--- src/rtl/writeback_stage_if.sv ---
// Bundle between the memory stage, the write-back stage, the register file,
// the scoreboard and the ECALL handler.
interface writeback_stage_if #(
  parameter int XLEN  = 64,
  parameter int CNT_W = 64
);
  logic              memory_done;
  logic [63:0]       control_signals;
  logic [XLEN-1:0]   alu_data;
  logic [XLEN-1:0]   loaded_data;
  logic              wb_ready;
  logic              rf_write_en;
  logic [4:0]        rf_write_addr;
  logic [XLEN-1:0]   rf_write_data;
  logic              sb_clear_valid;
  logic [4:0]        sb_clear_reg;
  logic              ecall_req;
  logic              ecall_done;
  logic [CNT_W-1:0]  retired_count;

  modport master (
    output memory_done, control_signals, alu_data, loaded_data, ecall_done,
    input  wb_ready, rf_write_en, rf_write_addr, rf_write_data,
           sb_clear_valid, sb_clear_reg, ecall_req, retired_count
  );

  modport slave (
    input  memory_done, control_signals, alu_data, loaded_data, ecall_done,
    output wb_ready, rf_write_en, rf_write_addr, rf_write_data,
           sb_clear_valid, sb_clear_reg, ecall_req, retired_count
  );
endinterface

--- src/rtl/writeback_stage.sv ---
// Final pipeline stage: retires one instruction per memory_done, drives the
// register-file write port and scoreboard clear, and parks on ECALL.
module writeback_stage_chk (
  input logic       clk,
  input logic       reset,
  input logic       memory_done,
  input logic       wb_ready,
  input logic       rf_write_en,
  input logic [4:0] rf_write_addr,
  input logic       sb_clear_valid,
  input logic [4:0] sb_clear_reg
);
  // Upstream must not pulse memory_done while busy; such pulses are dropped.
  always @(posedge clk) begin
    if (!reset) begin
      assert (!(memory_done && !wb_ready))
        else $warning("writeback_stage: memory_done while wb_ready low, dropped");
      assert (!rf_write_en || (sb_clear_valid && (sb_clear_reg == rf_write_addr)))
        else $error("writeback_stage: rf write without matching scoreboard clear");
    end
  end
endmodule

module writeback_stage #(
  parameter int XLEN  = 64,
  parameter int CNT_W = 64
) (
  input logic          clk,
  input logic          reset,
  writeback_stage_if.slave wb
);
  typedef enum logic [1:0] {
    ST_IDLE       = 2'd0,
    ST_WRITE      = 2'd1,
    ST_ECALL_WAIT = 2'd2
  } state_t;

  function automatic logic [XLEN-1:0] load_extend(input logic [XLEN-1:0] raw,
                                                   input logic [2:0]      offset,
                                                   input logic [2:0]      funct3);
    logic [XLEN-1:0] shifted;
    shifted = raw >> {offset, 3'b000};
    case (funct3)
      3'b000:  load_extend = {{56{shifted[7]}},  shifted[7:0]};
      3'b001:  load_extend = {{48{shifted[15]}}, shifted[15:0]};
      3'b010:  load_extend = {{32{shifted[31]}}, shifted[31:0]};
      3'b011:  load_extend = shifted;
      3'b100:  load_extend = {56'd0, shifted[7:0]};
      3'b101:  load_extend = {48'd0, shifted[15:0]};
      3'b110:  load_extend = {32'd0, shifted[31:0]};
      default: load_extend = {XLEN{1'b0}};
    endcase
  endfunction

  state_t           state_r, state_nxt_s;
  logic [4:0]       rd_r, rd_nxt_s;
  logic             reg_write_r, reg_write_nxt_s;
  logic             ecall_r, ecall_nxt_s;
  logic             wb_ready_r, wb_ready_nxt_s;
  logic             rf_write_en_r, rf_write_en_nxt_s;
  logic [4:0]       rf_write_addr_r, rf_write_addr_nxt_s;
  logic [XLEN-1:0]  rf_write_data_r, rf_write_data_nxt_s;
  logic             sb_clear_valid_r, sb_clear_valid_nxt_s;
  logic [4:0]       sb_clear_reg_r, sb_clear_reg_nxt_s;
  logic             ecall_req_r, ecall_req_nxt_s;
  logic [CNT_W-1:0] retired_count_r, retired_count_nxt_s;

  logic [4:0]       in_rd_s;
  logic             in_reg_write_s;
  logic             in_mem_to_reg_s;
  logic [2:0]       in_funct3_s;
  logic             in_ecall_s;
  logic             in_writes_s;
  logic [XLEN-1:0]  in_result_s;
  logic             unused_ctrl_s;

  assign in_rd_s         = wb.control_signals[4:0];
  assign in_reg_write_s  = wb.control_signals[5];
  assign in_mem_to_reg_s = wb.control_signals[6];
  assign in_funct3_s     = wb.control_signals[9:7];
  assign in_ecall_s      = wb.control_signals[10];
  assign unused_ctrl_s   = ^wb.control_signals[63:11];
  assign in_writes_s     = in_reg_write_s && (in_rd_s != 5'd0);

  // Result mux: the whole write-back value is formed from the live inputs at capture.
  always_comb begin
    in_result_s = wb.alu_data;
    if (in_mem_to_reg_s) begin
      in_result_s = load_extend(wb.loaded_data, wb.alu_data[2:0], in_funct3_s);
    end else begin
      in_result_s = wb.alu_data;
    end
  end

  // Next-state and next-output logic; all outputs are registered so strobes
  // appear the cycle after the capturing memory_done.
  always_comb begin
    state_nxt_s          = state_r;
    rd_nxt_s             = rd_r;
    reg_write_nxt_s      = reg_write_r;
    ecall_nxt_s          = ecall_r;
    wb_ready_nxt_s       = 1'b0;
    rf_write_en_nxt_s    = 1'b0;
    rf_write_addr_nxt_s  = rf_write_addr_r;
    rf_write_data_nxt_s  = rf_write_data_r;
    sb_clear_valid_nxt_s = 1'b0;
    sb_clear_reg_nxt_s   = sb_clear_reg_r;
    ecall_req_nxt_s      = 1'b0;
    retired_count_nxt_s  = retired_count_r;
    case (state_r)
      ST_IDLE: begin
        if (wb.memory_done && wb_ready_r) begin
          state_nxt_s     = ST_WRITE;
          rd_nxt_s        = in_rd_s;
          reg_write_nxt_s = in_reg_write_s;
          ecall_nxt_s     = in_ecall_s;
          if (!in_ecall_s) begin
            retired_count_nxt_s = retired_count_r + {{(CNT_W-1){1'b0}}, 1'b1};
            if (in_writes_s) begin
              rf_write_en_nxt_s    = 1'b1;
              rf_write_addr_nxt_s  = in_rd_s;
              rf_write_data_nxt_s  = in_result_s;
              sb_clear_valid_nxt_s = 1'b1;
              sb_clear_reg_nxt_s   = in_rd_s;
            end else begin
              rf_write_en_nxt_s    = 1'b0;
            end
          end else begin
            retired_count_nxt_s = retired_count_r;
          end
        end else begin
          wb_ready_nxt_s = 1'b1;
        end
      end
      ST_WRITE: begin
        if (ecall_r) begin
          state_nxt_s     = ST_ECALL_WAIT;
          ecall_req_nxt_s = 1'b1;
        end else begin
          state_nxt_s    = ST_IDLE;
          wb_ready_nxt_s = 1'b1;
        end
      end
      ST_ECALL_WAIT: begin
        if (wb.ecall_done) begin
          state_nxt_s          = ST_IDLE;
          wb_ready_nxt_s       = 1'b1;
          retired_count_nxt_s  = retired_count_r + {{(CNT_W-1){1'b0}}, 1'b1};
          sb_clear_valid_nxt_s = reg_write_r && (rd_r != 5'd0);
          sb_clear_reg_nxt_s   = rd_r;
        end else begin
          ecall_req_nxt_s = 1'b1;
        end
      end
      default: begin
        state_nxt_s    = ST_IDLE;
        wb_ready_nxt_s = 1'b1;
      end
    endcase
  end

  // State and output registers with synchronous reset.
  always_ff @(posedge clk) begin
    if (reset) begin
      state_r          <= ST_IDLE;
      rd_r             <= 5'd0;
      reg_write_r      <= 1'b0;
      ecall_r          <= 1'b0;
      wb_ready_r       <= 1'b1;
      rf_write_en_r    <= 1'b0;
      rf_write_addr_r  <= 5'd0;
      rf_write_data_r  <= {XLEN{1'b0}};
      sb_clear_valid_r <= 1'b0;
      sb_clear_reg_r   <= 5'd0;
      ecall_req_r      <= 1'b0;
      retired_count_r  <= {CNT_W{1'b0}};
    end else begin
      state_r          <= state_nxt_s;
      rd_r             <= rd_nxt_s;
      reg_write_r      <= reg_write_nxt_s;
      ecall_r          <= ecall_nxt_s;
      wb_ready_r       <= wb_ready_nxt_s;
      rf_write_en_r    <= rf_write_en_nxt_s;
      rf_write_addr_r  <= rf_write_addr_nxt_s;
      rf_write_data_r  <= rf_write_data_nxt_s;
      sb_clear_valid_r <= sb_clear_valid_nxt_s;
      sb_clear_reg_r   <= sb_clear_reg_nxt_s;
      ecall_req_r      <= ecall_req_nxt_s;
      retired_count_r  <= retired_count_nxt_s;
    end
  end

  assign wb.wb_ready       = wb_ready_r;
  assign wb.rf_write_en    = rf_write_en_r;
  assign wb.rf_write_addr  = rf_write_addr_r;
  assign wb.rf_write_data  = rf_write_data_r;
  assign wb.sb_clear_valid = sb_clear_valid_r;
  assign wb.sb_clear_reg   = sb_clear_reg_r;
  assign wb.ecall_req      = ecall_req_r;
  assign wb.retired_count  = retired_count_r;

  writeback_stage_chk u_chk (
    .clk            (clk),
    .reset          (reset),
    .memory_done    (wb.memory_done),
    .wb_ready       (wb_ready_r),
    .rf_write_en    (rf_write_en_r),
    .rf_write_addr  (rf_write_addr_r),
    .sb_clear_valid (sb_clear_valid_r),
    .sb_clear_reg   (sb_clear_reg_r)
  );
endmodule

--- src/flat_wrapper.sv ---
// flat-port wrapper written by rule: the top's interface ports become plain ports
module writeback_stage_flat 
#(
  parameter int XLEN  = 64,
  parameter int CNT_W = 64
)
  (clk, reset, wb_memory_done, wb_control_signals, wb_alu_data, wb_loaded_data, wb_ecall_done, wb_wb_ready, wb_rf_write_en, wb_rf_write_addr, wb_rf_write_data, wb_sb_clear_valid, wb_sb_clear_reg, wb_ecall_req, wb_retired_count);
  writeback_stage_if #(.XLEN(XLEN), .CNT_W(CNT_W)) wb_i ();
  input logic clk;
  input logic reset;
  input wire logic [$bits(wb_i.memory_done)-1:0] wb_memory_done;
  input wire logic [$bits(wb_i.control_signals)-1:0] wb_control_signals;
  input wire logic [$bits(wb_i.alu_data)-1:0] wb_alu_data;
  input wire logic [$bits(wb_i.loaded_data)-1:0] wb_loaded_data;
  input wire logic [$bits(wb_i.ecall_done)-1:0] wb_ecall_done;
  output wire logic [$bits(wb_i.wb_ready)-1:0] wb_wb_ready;
  output wire logic [$bits(wb_i.rf_write_en)-1:0] wb_rf_write_en;
  output wire logic [$bits(wb_i.rf_write_addr)-1:0] wb_rf_write_addr;
  output wire logic [$bits(wb_i.rf_write_data)-1:0] wb_rf_write_data;
  output wire logic [$bits(wb_i.sb_clear_valid)-1:0] wb_sb_clear_valid;
  output wire logic [$bits(wb_i.sb_clear_reg)-1:0] wb_sb_clear_reg;
  output wire logic [$bits(wb_i.ecall_req)-1:0] wb_ecall_req;
  output wire logic [$bits(wb_i.retired_count)-1:0] wb_retired_count;
  assign wb_i.memory_done = wb_memory_done;
  assign wb_i.control_signals = wb_control_signals;
  assign wb_i.alu_data = wb_alu_data;
  assign wb_i.loaded_data = wb_loaded_data;
  assign wb_i.ecall_done = wb_ecall_done;
  assign wb_wb_ready = wb_i.wb_ready;
  assign wb_rf_write_en = wb_i.rf_write_en;
  assign wb_rf_write_addr = wb_i.rf_write_addr;
  assign wb_rf_write_data = wb_i.rf_write_data;
  assign wb_sb_clear_valid = wb_i.sb_clear_valid;
  assign wb_sb_clear_reg = wb_i.sb_clear_reg;
  assign wb_ecall_req = wb_i.ecall_req;
  assign wb_retired_count = wb_i.retired_count;
  writeback_stage #(.XLEN(XLEN), .CNT_W(CNT_W)) u_core (.clk(clk), .reset(reset), .wb(wb_i));
endmodule
--- config.mk ---
export PLATFORM = sky130hd
export DESIGN_NAME = writeback_stage_flat
export DESIGN_NICKNAME = d
export VERILOG_FILES = /design/src/rtl/writeback_stage_if.sv /design/src/rtl/writeback_stage.sv /design/src/flat_wrapper.sv
export SDC_FILE = /design/constraint.sdc
export NUM_CORES = 1
export LEC_CHECK = 0
export ABC_AREA = 1
export CORE_MARGIN = 2
export CORE_UTILIZATION = 45
export CTS_BUF_LIST = sky130_fd_sc_hd__clkbuf_16
export DETAILED_ROUTE_END_ITERATION = 7
export PLACE_DENSITY = 0.77
export SYNTH_ARGS = -nofsm -noshare
export SYNTH_HDL_FRONTEND = slang
export SYNTH_SLANG_ARGS = --single-unit
export TNS_END_PERCENT = 100
--- constraint.sdc ---
create_clock -name clk -period 4 [get_ports clk]
set_clock_uncertainty 0.05 [all_clocks]
set_input_delay 1.2 -clock clk [delete_from_list [all_inputs] [get_ports clk]]
set_output_delay 1.2 -clock clk [all_outputs]
set_load 0.005 [all_outputs]
==> flow_summary.yaml, run 1 <==
status:
  status: "finished clean"
sta:
  hold_violations: 0
  finalSetupViolations: 0
  slew_headroom_pct: 49.9
  post-route-period-util_pct: 77.8
  timing.fmax_ghz: 0.321
  period_minus_slack_ps: 3110
  finalMaxSlewViolations: 0
  worst_pin_slew_ps: 751
  setup_tns_ps: 0
  grt_setup_unrepaired: "false"
  whs_ps: 424
setup_path:
  crit_path_max_fanout: 33
  end_kind: "flip-flop"
  r2r_slack_ps: 1520
  worst_path_max_delay_cell: "clkdlybuf4s50_1"
  r2r-start: "u_core.state_r[0]$_SDFFE_PP0P_"
  cp_data_required_time_ps: 4310
  max_stage_delay_ps: 720
  cp-startpoint: "wb_alu_data[2]"
  crit_chain: "clkdlybuf4s50_1 -> inv_1 -> nand3_1 -> nand3_2 -> nand4_1 -> nand2_1 -> a21oi_1"
  crit_arrival_ps: 3430
  crit_path_start_kind: "primary input"
  crit_type: "primary input to flip-flop"
clocking:
  worstSkewPairLatency_ps: 430
  clockBufferDepth: 2
  cts_buffers: 17
  cts_tree: "yes"
  post_cts_buffers: 0
  cts_sinks: 151
  cts_root_buf: "clkbuf_16"
  post_cts_resized: 0
  cts.clk_slew.worst_paths_ps: 70
  htreeDepth: 4
  holdBufCountCts: 0
final_layout:
  stdcell_count: 2157
  layout.nets: 2064
  final_util_pct: 61.6
  final_cell_mix: "nand2_1 (513), clkdlybuf4s50_1 (281), a21oi_1 (201)"
  drive_above_1_share_pct: 4.42
  area_growth_pct: 35.3
  layout_commonest_cell: "nand2_1"
global_route:
  grt_max_degree: 76
  grt_usage_pct: 31.0
  antenna_found_initial: 1
  grt_pass1_wl_um: 58100
  grt_pass1_vias: 10800
  overflow: 0
synth:
  synth_top_cell_area_share_pct: 30.7
  ys_types: 39
  syn_inst: 1641
  syn_avg_cell_area_um2: 6.00
  syn-num-nets: 1842
  yosys_warnings: 0
  synthTopCellsByArea: "dfxtp_1 (31%), nand2_1 (20%), a21oi_1 (10%)"
  yosysTopAreaCell: "dfxtp_1"
  ys_seq_elements: 151
  ys_async_sr_fraction_pct: 0
  yosys.area_share.simple_pct: 36.4
  synth-edff-count: 0
  synth_mux_area_share_pct: 0
  synth_top_family_by_area: "simple AND/OR/NAND/NOR gates"
  synth_xor_area_share_pct: 1.51
  netlist_area_mm2: 0.00984
  yosysSeqAreaShare_pct: 30.7
  synth-adder-area-share_pct: 0.636
  synth_compound_area_share_pct: 22.3
  synthFlopType: "dfxtp_1"
hold_path:
  holdCritPathClass: "flip-flop to flip-flop"
  min_from: "u_core.rd_r[0]$_SDFFE_PP0P_"
place:
  io_buffers: 284
  placedCellCount: 2124
  dp_hpwl_um: 28000
  finalWeightedCongestion: 0.967
floorplanning:
  chipWidth_um: 152
  initial_core_util_pct: 45.5
  die_area_mm2: 0.0231
  fp-row-count: 54
  die_y_um: 152
  core_mm2: 0.0216
  io_pins: 338
detailed_routing:
  firstDrtPassIters: 6
  detail_route.iter0.violations: 1162
  drc: 0
  wl_met2_um: 16600
  wl_per_cell_um: 17.2
  wl_met3_um: 3680
  ant_nets: 0
  wl_um: 37000
  post_drt_via_cell_ratio: 5.61
  wl_met1_um: 14900
  topRoutingLayerUsed: "met4"
  via_count: 12100
job:
  drv_cap: 0
power_and_ir_drop:
  power_density_mw_per_mm2: 331
  ir_drop_v: 0.000270
  p_leak_uw: 0.00498
  total_power_uw: 4410
## synth_stat cells, types with 14 or more instances
master	instances
dfxtp_1	151
nand2_1	513
nand4_1	43
nand3_1	82
inv_1	89
clkbuf_1	41
o211ai_1	29
nor2_1	181
o21ai_0	162
buf_2	39
a21oi_1	201
xnor2_1	14
## logic make-up after synthesis
family | count (synthesis)
and+or+nand+nor | 856
DFF | 151
AOI/OAI and AO/OA | 416
adders and majority gates | 5
xor gates and xnor gates | 17
buffers and inverters | 196
## critical path, delay by kind of cell
| family | cells | cell delay (ps) |
|---|---|---|
| AND/OR/NAND/NOR | 4 | 1160 |
| AO/OA/AOI/OAI | 1 | 130 |
| buffers and inverters | 2 | 910 |
## per-layer routing
| layer | up-vias | global-route usage, % |
|---|---|---|
| met1 | 5474 | 40.0 |
| met5 | - | 0 |
| met4 | 0 | 16.3 |
| met3 | 105 | 6.79 |
| li1 | 5896 | - |
| met2 | 636 | 48.7 |
## final timing paths
path         depth (start not counted)                                  endpoint
max reg2reg                         12  u_core.wb.retired_count[13]$_SDFFE_PP0P_
max                                  7  u_core.wb.rf_write_data[39]$_SDFFE_PP0P_
min                                  2               u_core.rd_r[0]$_SDFFE_PP0P_
min reg2reg                          2               u_core.rd_r[0]$_SDFFE_PP0P_
## report_power, final
part	leakage [µW]	internal [µW]	switching [µW]	total, µW
Combinational	0.00347	480	664	1140
Clock	0.000283	872	705	1580
Sequential	0.00122	1620	70.7	1690
Total	0.00498	2970	1440	4410
## stage by stage
| step | setup WS, ps | cell area (µm²) |
|---|---|---|
| CTS | 953 | 13300 |
| floorplan | 1510 | 9840 |
| global placement | 554 | 12700 |
| finish | 888 | 13300 |
| detailed placement | 488 | 12700 |
| global route | 681 | 13300 |
## area by class of cell
cell class / instances / area (µm²)
fill: 2086 / 8310
tap: 280 / 350
clock buffer: 17 / 425
antenna: 1 / 2.50
sequential: 151 / 3020
timing repair buffer: 303 / 3020
multi-input combinational: 1294 / 5980
clock inverter: 15 / 145
inverter: 96 / 360
(Power assumes the default switching activity.)
==> run 2: changes to the inputs <==
==> constraint.sdc (replaced) <==
create_clock -name clk -period 3.1 [get_ports clk]
set_clock_uncertainty 0.05 [all_clocks]
set_input_delay 0.93 -clock clk [delete_from_list [all_inputs] [get_ports clk]]
set_output_delay 0.93 -clock clk [all_outputs]
set_load 0.005 [all_outputs]
==> run 2 against run 1 <==
- critical path depth up 1
- wire length up 3.5%
- largest power group unchanged
- largest cell class unchanged
- hold slack worse by 2.4 ps
- sequential share of layout area down 0.30 points
- non-clock buffer count up 10
- critical endpoint is now u_core.wb.rf_write_data[57]$_SDFFE_PP0P_
- combinational power up 32%
- sequential cell count unchanged
- cell area up 1.3%
- via count up 0.34%
- sequential power up 30%
- clock-buffer cell count unchanged
- utilization up 0.81 points
==> flow_summary.yaml, run 2 (synthesis gave the netlist of run 1 again) <==
final_layout:
  nFillCells: 2147
  drive_above_1_share_pct: 4.98
  layout_commonest_cell: "nand2_1"
  stdcell_count: 2168
  area_growth_pct: 37.1
  final_cell_mix: "nand2_1 (513), clkdlybuf4s50_1 (281), a21oi_1 (201)"
  layout.nets: 2074
setup_path:
  crit_type: "primary input to flip-flop"
  cp_top_family: "buffers and inverters"
  worst_path_max_delay_cell: "buf_4"
  end_kind: "flip-flop"
  crit_path_max_fanout: 71
  r2r_slack_ps: 730
  crit_arrival_ps: 2970
  crit_buf_inv: 2
  crit_chain: "clkdlybuf4s50_1 -> nor3_1 -> nand3_1 -> nand2_1 -> nor3_4 -> buf_4 -> o21ai_0 -> a21oi_1"
  ff2ff_path_depth: 11
  cp_data_required_time_ps: 3410
  max_stage_delay_ps: 620
  worstSetupPathDepth: 8
  crit_path_start_kind: "primary input"
sta:
  layout_setup_ws_ps: 438
  setup_tns_ps: 0
  period_minus_slack_ps: 2660
  finalSetupViolations: 0
  hold_violations: 0
  finalMaxSlewViolations: 0
  slew_headroom_pct: 51.4
  grt_setup_unrepaired: "false"
  post-route-period-util_pct: 85.9
  worst_pin_slew_ps: 729
  timing.fmax_ghz: 0.376
detailed_routing:
  via_count: 12200
  detail_route.iter0.violations: 1087
  ant_nets: 0
  firstDrtPassIters: 6
  post_drt_via_cell_ratio: 5.61
  wl_per_cell_um: 17.7
  drc: 0
  wl_um: 38300
global_route:
  grt_pass1_vias: 11400
  grtUsageMet3_pct: 5.76
  grt_util_met1_pct: 40.5
  antenna_found_initial: 2
  overflow: 0
  grt_use_met2_pct: 54.2
  grt_pass1_wl_um: 59800
  grt_max_degree: 113
  grt_usage_pct: 31.9
  top_usage_layer: "met2"
status:
  status: "finished clean"
clocking:
  htreeDepth: 4
  cts.clk_slew.worst_paths_ps: 70
  cts_sinks: 151
  worstSkewPairLatency_ps: 420
  cts_buffers: 17
  cts_root_buf: "clkbuf_16"
  cts_tree: "yes"
  holdBufCountCts: 0
  post_cts_resized: 0
  clockBufferDepth: 2
  post_cts_buffers: 0
floorplanning:
  die_area_mm2: 0.0231
  io_pins: 338
  core_mm2: 0.0216
  chipWidth_um: 152
  fp-row-count: 54
  die_y_um: 152
  initial_core_util_pct: 45.5
power_and_ir_drop:
  power_density_mw_per_mm2: 436
  ir_drop_v: 0.000310
  p_leak_uw: 0.00506
hold_path:
  hold_path_depth: 2
  holdCritPathClass: "flip-flop to flip-flop"
place:
  place_ws_ps: 84.2
  dp_hpwl_um: 28700
  finalWeightedCongestion: 0.950
  io_buffers: 284
  placedCellCount: 2134
job:
  drv_cap: 0
## run 2: changes by cell type in the layout (fill, tap and decap cells not counted), sizes merged
| cell | previous run | this run |
|---|---|---|
| bufinv | 1 | 2 |
| inv | 101 | 105 |
| diode | 1 | 2 |
| buf | 22 | 32 |
| clkinv | 9 | 1 |
| clkinvlp | 0 | 3 |
## run 2: routing by layer
metal / vias up / share of wire (%)
met3: 81 / 7.6
met4: 0 / 3.4
met1: 5609 / 42
met5: - / 0
li1: 5906 / -
met2: 556 / 47
## run 2: worst paths after layout
| kind | to | from |
|---|---|---|
| worst max-delay path | u_core.wb.rf_write_data[57]$_SDFFE_PP0P_ | wb_control_signals[1] |
| worst min-delay path | u_core.reg_write_r$_SDFFE_PP0P_ | u_core.reg_write_r$_SDFFE_PP0P_ |
| worst max register to register | u_core.wb.retired_count[14]$_SDFFE_PP0P_ | u_core.state_r[0]$_SDFFE_PP0P_ |
| worst min register to register | u_core.reg_write_r$_SDFFE_PP0P_ | u_core.reg_write_r$_SDFFE_PP0P_ |
## run 2: area by class of cell
type / count / area [µm²] / area share (%)
multi-input cells: 1294 / 5980 / 44.4
repair buffers: 313 / 3160 / 23.4
flip-flops and latches: 151 / 3020 / 22.4
clock buffers: 17 / 425 / 3.15
inverters: 96 / 360 / 2.67
well taps: 280 / 350 / 2.60
clock inverters: 15 / 180 / 1.34
diodes: 2 / 5.00 / 0.0371
## run 2: worst min-delay path: stages, from the launching register on
cell and delay, ps:
dfxtp_1 300, inv_1 60, a211oi_1 60
## run 2: metrics by stage
stage	hold slack [ps]	util [%]	total power (µW)	area [µm²]
after floorplan	390	-	2990	9840
after global placement	400	59.6	3680	12900
after detailed placement	411	59.6	3700	12900
after CTS	422	62.4	5880	13500
after global routing	456	62.4	6130	13500
final	422	62.4	5880	13500
## run 2: where the power goes
part / internal, µW / total [µW] / leakage (µW) / switching (µW)
Sequential: 2090 / 2190 / 0.00122 / 96.6
Clock: 1220 / 2190 / 0.000289 / 967
Combinational: 644 / 1500 / 0.00355 / 859
